<file path="src/rtl/serial_addsub_ctrl.sv">
// -----------------------------------------------------------------------------
// serial_addsub_ctrl
//
// Bit-serial add/subtract sequencer. One full-adder cell and a carry flop are
// reused over WIDTH clock cycles, LSB first, to form a+b or a-b (a + ~b + 1).
// It is the small-area alternative to the ripple-carry ALU.
//
// Configuration macro:
//   SERIAL_ADDSUB_OVF_EN  defined   : overflow = carry_into_MSB ^ carry_out,
//                                     registered on entry to DONE and held
//                                     until the next accepted start.
//                         undefined : overflow is tied to 0 and its register
//                                     is not built.
//
// Ports:
//   clk        in   1      rising-edge clock
//   reset      in   1      synchronous, active-high
//   start      in   1      request, accepted only in IDLE
//   op         in   1      0 = add, 1 = subtract (sampled with start)
//   a, b       in   WIDTH  operands (sampled with start)
//   busy       out  1      high while not IDLE
//   done       out  1      one-cycle pulse, result/flags valid
//   result     out  WIDTH  sum/difference, held until next accepted start
//   carry_out  out  1      final carry (subtract: 1 = no borrow)
//   overflow   out  1      two's-complement overflow
// -----------------------------------------------------------------------------
module serial_addsub_ctrl #(
   parameter int WIDTH = 5
) (
   input  logic             clk,
   input  logic             reset,
   input  logic             start,
   input  logic             op,
   input  logic [WIDTH-1:0] a,
   input  logic [WIDTH-1:0] b,
   output logic             busy,
   output logic             done,
   output logic [WIDTH-1:0] result,
   output logic             carry_out,
   output logic             overflow
);

   localparam int CW = $clog2(WIDTH);

   typedef enum logic [1:0] {
      ST_IDLE = 2'b00,
      ST_RUN  = 2'b01,
      ST_DONE = 2'b10
   } state_t;

   state_t           state_r;
   logic [WIDTH-1:0] sh_a_r;
   logic [WIDTH-1:0] sh_b_r;
   logic [WIDTH-1:0] result_r;
   logic [CW-1:0]    count_r;
   logic             cy_r;
   logic             busy_r;
   logic             done_r;
   logic             carry_out_r;
`ifdef SERIAL_ADDSUB_OVF_EN
   logic             overflow_r;
`endif

   logic             sum_s;
   logic             cy_next_s;

   // Full-adder sum bit.
   function automatic logic fa_sum(input logic x, input logic y, input logic ci);
      return x ^ y ^ ci;
   endfunction

   // Full-adder carry (majority of three).
   function automatic logic fa_carry(input logic x, input logic y, input logic ci);
      return (x & y) | (x & ci) | (y & ci);
   endfunction

   // The shared adder cell works on the current LSBs of both shift registers.
   always_comb begin
      sum_s     = fa_sum(sh_a_r[0], sh_b_r[0], cy_r);
      cy_next_s = fa_carry(sh_a_r[0], sh_b_r[0], cy_r);
   end

   // Sequencer: IDLE -> RUN (WIDTH steps) -> DONE -> IDLE, with registered outputs.
   always_ff @(posedge clk) begin
      if (reset) begin
         state_r     <= ST_IDLE;
         sh_a_r      <= {WIDTH{1'b0}};
         sh_b_r      <= {WIDTH{1'b0}};
         result_r    <= {WIDTH{1'b0}};
         count_r     <= {CW{1'b0}};
         cy_r        <= 1'b0;
         busy_r      <= 1'b0;
         done_r      <= 1'b0;
         carry_out_r <= 1'b0;
`ifdef SERIAL_ADDSUB_OVF_EN
         overflow_r  <= 1'b0;
`endif
      end else begin
         case (state_r)
            ST_IDLE: begin
               if (start) begin
                  sh_a_r      <= a;
                  // Subtraction is a + ~b with the carry seeded to 1.
                  sh_b_r      <= op ? ~b : b;
                  cy_r        <= op;
                  count_r     <= {CW{1'b0}};
                  result_r    <= {WIDTH{1'b0}};
                  carry_out_r <= 1'b0;
`ifdef SERIAL_ADDSUB_OVF_EN
                  overflow_r  <= 1'b0;
`endif
                  busy_r      <= 1'b1;
                  state_r     <= ST_RUN;
               end else begin
                  state_r     <= ST_IDLE;
               end
            end
            ST_RUN: begin
               sh_a_r   <= {1'b0, sh_a_r[WIDTH-1:1]};
               sh_b_r   <= {1'b0, sh_b_r[WIDTH-1:1]};
               cy_r     <= cy_next_s;
               // New sum bit enters at the MSB so the LSB ends up at bit 0.
               result_r <= {sum_s, result_r[WIDTH-1:1]};
               count_r  <= count_r + 1'b1;
               if (count_r == CW'(WIDTH - 1)) begin
                  carry_out_r <= cy_next_s;
`ifdef SERIAL_ADDSUB_OVF_EN
                  // cy_r here is the carry into the MSB position.
                  overflow_r  <= cy_r ^ cy_next_s;
`endif
                  done_r      <= 1'b1;
                  state_r     <= ST_DONE;
               end else begin
                  state_r     <= ST_RUN;
               end
            end
            ST_DONE: begin
               done_r  <= 1'b0;
               busy_r  <= 1'b0;
               state_r <= ST_IDLE;
            end
            default: begin
               done_r  <= 1'b0;
               busy_r  <= 1'b0;
               state_r <= ST_IDLE;
            end
         endcase
      end
   end

   assign busy      = busy_r;
   assign done      = done_r;
   assign result    = result_r;
   assign carry_out = carry_out_r;
`ifdef SERIAL_ADDSUB_OVF_EN
   assign overflow  = overflow_r;
`else
   assign overflow  = 1'b0;
`endif

endmodule

</file>
<file path="config.mk">
export PLATFORM = sky130hd
export DESIGN_NAME = serial_addsub_ctrl
export DESIGN_NICKNAME = d
export VERILOG_FILES = /design/src/rtl/serial_addsub_ctrl.sv
export SDC_FILE = /design/constraint.sdc
export NUM_CORES = 1
export LEC_CHECK = 0
export CAP_MARGIN = 20
export CORE_MARGIN = 1
export CORE_UTILIZATION = 30
export DETAILED_ROUTE_END_ITERATION = 8
export GPL_TIMING_DRIVEN = 0
export HOLD_SLACK_MARGIN = 0.02
export PLACE_DENSITY_LB_ADDON = 0.15
export SETUP_SLACK_MARGIN = 0.1
export SYNTH_ARGS = -nofsm -noshare
export SYNTH_HDL_FRONTEND = slang
export SYNTH_SLANG_ARGS = --single-unit
</file>
<file path="constraint.sdc">
create_clock -name clk -period 1.8 [get_ports clk]
set_input_delay 0.45 -clock clk [delete_from_list [all_inputs] [get_ports clk]]
set_output_delay 0.45 -clock clk [all_outputs]
set_load 0.02 [all_outputs]
</file>
# Yosys cells after proc, flatten, opt, wreduce, memory -nomap -nowiden
# Index checks and enable logic that the tools add are counted.
# word_totals
output_inout_bits	9
reg_bits	24
# classes
mux	21
bitwise	10
eq_ne	4
reduce_logical	6
n_addsub	1
# ops
op	count
$pmux W5 S2	3
$mux W5	4
$pmux W1 S2	4
$mux W1	6
$pmux W3 S2	1
$reduce_and A2 Y1	3
$not A5 Y5	1
$ne A2 B2 Y1 const B	2
$pmux W2 S2	1
$add A3 B1 Y3 const B	1
$and A1 B1 Y1	3
$eq A3 B3 Y1 const B	1
$mux W3	1
$reduce_and A3 Y1	1
$eq A2 B1 Y1 const B	1
$logic_not A2 Y1	1
$mux W2	1
$not A1 Y1	2
$or A1 B1 Y1	2
$reduce_bool A2 Y1	1
$xor A1 B1 Y1	2

# Longest topological paths before layout
# logic_depth
word_depth	5
depth_mapped	5
depth_no_buf	5

# Worst setup path before layout
# No wires, ideal clock.
# synth_path
kind	flip-flop to flip-flop
from	reg sh_a_r[0]
to	reg carry_out_r (netlist: carry_out)
slack_ps	401
stages_incl_launch_ff	5
t_arrival_ps	1330
period_less_slack_ps	1399
n_path_buf	0
cell_sequence	dfxtp_1 inv_1 fa_1 or4_1 o21ai_1
# synth_via
elab_chain_cells	5
elab_cells_between_ends	6
cone_classes	mux (2); bitwise (4)
# synth_lines
item	line_no	text
from (decl)	52	logic [WIDTH-1:0] sh_a_r;
from (signal assigned)	87	sh_a_r <= {WIDTH{1'b0}};
from (signal assigned)	119	sh_a_r <= {1'b0, sh_a_r[WIDTH-1:1]};
$and A1 B1 Y1	74	return (x & y) | (x & ci) | (y & ci);
$or A1 B1 Y1 * (2 in a row)	74	
$mux W1 *	125	if (count_r == CW'(WIDTH - 1)) begin
$pmux W1 S2 *	99	case (state_r)
to (signal assigned)	126	carry_out_r <= cy_next_s;
to (decl)	59	logic carry_out_r;
# Every way passes the cells marked *; elsewhere a longest branch is shown, timed or not. The select of a mux whose other input is x is not followed.
# A chain may end at the register's enable or synchronous reset.

# Worst setup path after layout
# layout_path
from	in start
to	reg sh_b_r[0]
# layout_via
elab_chain_cells	2
# layout_lines
item	line_no	text
from (decl)	32	input logic start,
$ne A2 B2 Y1 (no line)	--	
$reduce_and A2 Y1 (no line)	--	
to (signal assigned)	88	sh_b_r <= {WIDTH{1'b0}};
to (signal assigned)	104	sh_b_r <= op ? ~b : b;
to (signal assigned)	120	sh_b_r <= {1'b0, sh_b_r[WIDTH-1:1]};
to (decl)	53	logic [WIDTH-1:0] sh_b_r;
# No other way between the ends.

==> impl.org <==
** Placed design
- Buffers placed on the I/O ports in this run total 20.
- Placed Instance Area :: 0.00134 mm2
- Final estimated routing congestion in global placement :: 0.708
- Detailed placement ended at an HPWL of 1690 um.

** Drt
- In the routed design, unresolved DRC markers number 0.
- Final ANT Viol Nets :: 0
- Dividing the detail-routed wire length by the instance count gives 12.6 um.
- The first detailed-routing pass took 4 iterations.
- Per-cell via count in the routed design :: 4.85
- Routed vias :: 903
- The first routing iteration left 58 violations.
- The routed design has 2350 um of wire.

** Synth
- Area fraction of the dominant cell type after synthesis :: 44.4%
- Share of synthesized area occupied by flip-flops and latches :: 44.4%
- Total nets after synthesis :: 134
- After synthesis, the most frequently instantiated cells are sky130_fd_sc_hd__nor2_1, sky130_fd_sc_hd__dfxtp_1, sky130_fd_sc_hd__a22oi_1, sky130_fd_sc_hd__inv_1.
- Of all flip-flops after synthesis, the portion carrying an async set or reset was 0%.
- In this run the mean area of a mapped cell was 9.25 um2.
- Number of warning messages in the yosys log :: 0
- Number of instances in the synthesized netlist :: 117
- In the synthesized netlist the dominant register cell turns out to be sky130_fd_sc_hd__dfxtp_1.
- The synthesized design contains 24 register bits.
- Among all cell types in the netlist, the one instantiated most often is sky130_fd_sc_hd__nor2_1.
- After synthesis, the netlist uses 35 different library cells.
- Yosys attributes the largest share of cell area to sky130_fd_sc_hd__dfxtp_1, sky130_fd_sc_hd__nor2_1, sky130_fd_sc_hd__a2111oi_2.
- Post-Synthesis Cell Area :: 0.00108 mm2
- Yosys mapped a number of flops with a built-in enable equal to 0.
- The biggest area contributor in the post-synthesis netlist is sky130_fd_sc_hd__dfxtp_1.

** Clock tree
- Post-CTS setup repair buffer count :: 0
- CTS clock-pin slew for the worst setup and hold paths :: 0.13 ns
- Number of clock sinks :: 24
- Clk Tree Root Cell :: sky130_fd_sc_hd__clkbuf_4
- Clock tree synthesis inserted a total of 3 buffers.
- The later pin in the worst-skew pair is clocked with a latency of 0.32 ns.
- Cts-stage hold buffer count :: 0
- In this run the number of H-tree levels came out at 1.
- The clock passes through at most 2 buffers.
- CTS tree :: built

** Floorplan
- Standard cell core area :: 0.00339 mm2
- From bottom edge to top edge, the die measures 62.1 um.
- For this configuration, the core starts out at a cell density of 31.9%.
- Number of core rows :: 21
- Die span in x :: 62.1 um
- Count of boundary I/O pins :: 23
- The floorplan step defined a die boundary enclosing 0.00385 mm2.

** Min path
- Worst hold path startpoint :: busy
- Endpoint, Worst Hold :: busy
- Along the worst hold path, the cell count comes to 2.
- The worst hold path belongs to the class reg -> reg.

** Global route
- Met3 routing resource usage after global routing :: 4.35%
- GR Layer Usage met1 :: 17.4%
- Entering global routing, the biggest net connects 13 pins.
- The global routing stage identified its most utilized layer as met2.
- Initial antenna violation count :: 0
- Met2 usage in global routing :: 23.6%
- The via count of the first global-routing pass is 867.
- For this run the aggregate overflow at the end of global routing stands at 0.
- The first global-routing pass estimated 3880 um of wire.
- Overall Global Routing Usage :: 13.9%

** Critical path
- Crit-path max cell delay :: 0.63 ns
- Worst R2R Setup Slack :: 0.33 ns
- Critical-path top delay cell :: sky130_fd_sc_hd__clkdlybuf4s50_1
- CP Cell Sequence :: clkdlybuf4s50_1, o21ba_1, buf_2, nor2_1, a2111oi_2
- Startpoint of the worst register-to-register path :: sh_a_r[0]
- Worst flop-to-flop path endpoint :: carry_out
- Crit path max-delay family :: buffers and inverters
- Along the worst path, the maximum fanout reaches 8.
- Worst Path Class, Setup :: in -> reg
- The critical path contains buffers and inverters numbering 2 combined.
- STA puts the critical path data arrival time at 1.78 ns.
- CP Launch Type :: input pin
- Required time reported for the critical path endpoint :: 2.02 ns
- Kind of capture point of the worst setup path :: flop
- The number of cells on the worst reg-to-reg path is 4.

** Pwr
- Flop pwr share :: 57.9%
- Summed over all cells, the static leakage comes to 0.544 nW.
- Power share of the clock group :: 23.5%
- VDD sags by at most 0.460 mV.
- Pint :: 0.000729 W
- Total chip power :: 0.000999 W
- Summed over all nets, the switching power comes to 0.000270 W.
- Net switching is 27.0% of the power.
- Pwr dens :: 735 mW/mm2
- Combinational cells account for 18.5% of the total power.

** Layout
- The final layout contains 159 nets.
- Fraction of final layout cells sized beyond drive strength 1 :: 10.7%
- Utilization after layout :: 40.1%
- Post-Layout Inst Area :: 0.00136 mm2
- Number of inserted diodes :: 0
- The layout has 359 filler cells.
- Area Overhead vs Synth :: 25.5%

** Timing
- Worst slew margin relative to its limit :: 65.9%
- Slew Limit Fails :: 0
- Least-Margin Pin Slew :: 0.511 ns
- Period Utilization, post-route :: 86.2%
- Final hold viol count :: 0
- Time the worst path needs with I/O delays and setup :: 1.55 ns
- Setup repair after global routing left no endpoint under its margin.
- Count of final setup violators :: 0
- Maximum frequency from static timing analysis :: 644 MHz
- WHS :: 0.466 ns
- Across the routed clock network, the largest skew measured is 0.00774 ns.

** Job
- Number of maximum-capacitance violations :: 0

** Run status
- Outcome :: completed
-- per-layer routing --
| layer | share of wire [%] | wire, um |
|---|---|---|
| met1 | 50 | 1170 |
| met2 | 46 | 1080 |
| met3 | 3.7 | 87 |
| met4 | 0.60 | 14 |
| met5 | 0 | 0 |
-- flip-flops by register name, summed over array words and instances, names as in the netlist --
register	flops
done	1
count_r	3
busy	1
result	5
sh_a_r	5
cy_r	1
sh_b_r	5
state_r	2
carry_out	1
-- layout by cell type, fill, tap and decap left out, types with 3 or more instances in the layout --
cell                              Yosys  layout
sky130_fd_sc_hd__clkbuf_4             0       3
sky130_fd_sc_hd__a22oi_1              7       7
sky130_fd_sc_hd__nand2b_1             3       3
sky130_fd_sc_hd__a211oi_1             4       4
sky130_fd_sc_hd__nor2_1              25      25
sky130_fd_sc_hd__a2111oi_2            4       4
sky130_fd_sc_hd__dlygate4sd2_1        0       8
sky130_fd_sc_hd__dfxtp_1             24      24
sky130_fd_sc_hd__buf_2                4       4
sky130_fd_sc_hd__inv_1                7       7
sky130_fd_sc_hd__clkdlybuf4s50_1      0      12
sky130_fd_sc_hd__xnor2_1              4       4
-- power groups by stage --
stage               combinational (W)  clock, W  sequential, W
finish                       0.000185  0.000235       0.000578
global route                 0.000208  0.000270       0.000582
CTS                          0.000187  0.000250       0.000578
detailed placement           0.000189         0       0.000590
global placement             0.000186         0       0.000589
floorplan                    0.000116         0       0.000592
-- kinds of logic (layout without fill, tap and decap cells) --
kind of cell	count (synthesis)	in the layout	synth area share [%]
AND/OR/NAND/NOR	38	38	16.2
AO/OA/AOI/OAI	29	29	22.9
flip-flops	24	24	44.4
buffers and inverters	16	39	7.05
XOR/XNOR	5	5	4.05
adder cells (fa/ha/maj)	3	3	4.16
other	1	1	0.346
multiplexers	1	1	0.925
-- worst max path at each step --
stage	start	cells past startpoint	end	slack, ns
after CTS	start	4	sh_b_r[4]	0.17
after global routing	start	5	count_r[2]	0.15
final	start	5	sh_b_r[0]	0.25
after global placement	start	4	sh_b_r[4]	-0.15
after floorplan	sh_a_r[0]	4	carry_out	0.40
after detailed placement	start	4	sh_b_r[4]	-0.16
-- worst register-to-register path, cell delays in order (launching register included) --
cell and delay, ns:
sky130_fd_sc_hd__dfxtp_1 0.34, sky130_fd_sc_hd__inv_1 0.06, sky130_fd_sc_hd__fa_1 0.43, sky130_fd_sc_hd__or4_1 0.52
sky130_fd_sc_hd__o21ai_1 0.08
-- metrics by stage --
step | cells | setup WS [ns] | setup TNS (ns)
final | 186 | 0.248 | 0
after global routing | 186 | 0.147 | 0
after detailed placement | 183 | -0.156 | -1.14
after floorplan | 117 | 0.401 | 0
after global placement | 183 | -0.145 | -0.869
after CTS | 186 | 0.173 | 0
-- repair_timing --
| action | 4_1_cts | 5_1_grt |
|---|---|---|
| gates cloned | 0 | 0 |
| setup endpoints to repair | 8 | 1 |
| resized for setup | 8 | 1 |
-- final cells by class --
cell class                      count  area (um2)  area share, %
Clock buffer                        3        22.5           1.66
Inverter                            8        30.0           2.21
Multi-Input combinational cell     77         532           39.1
Buffer                              8        46.3           3.41
Timing Repair Buffer               20         190           14.0
Sequential cell                    24         480           35.4
Tap cell                           46        57.6           4.24
Power figures use the tool's default switching activity.
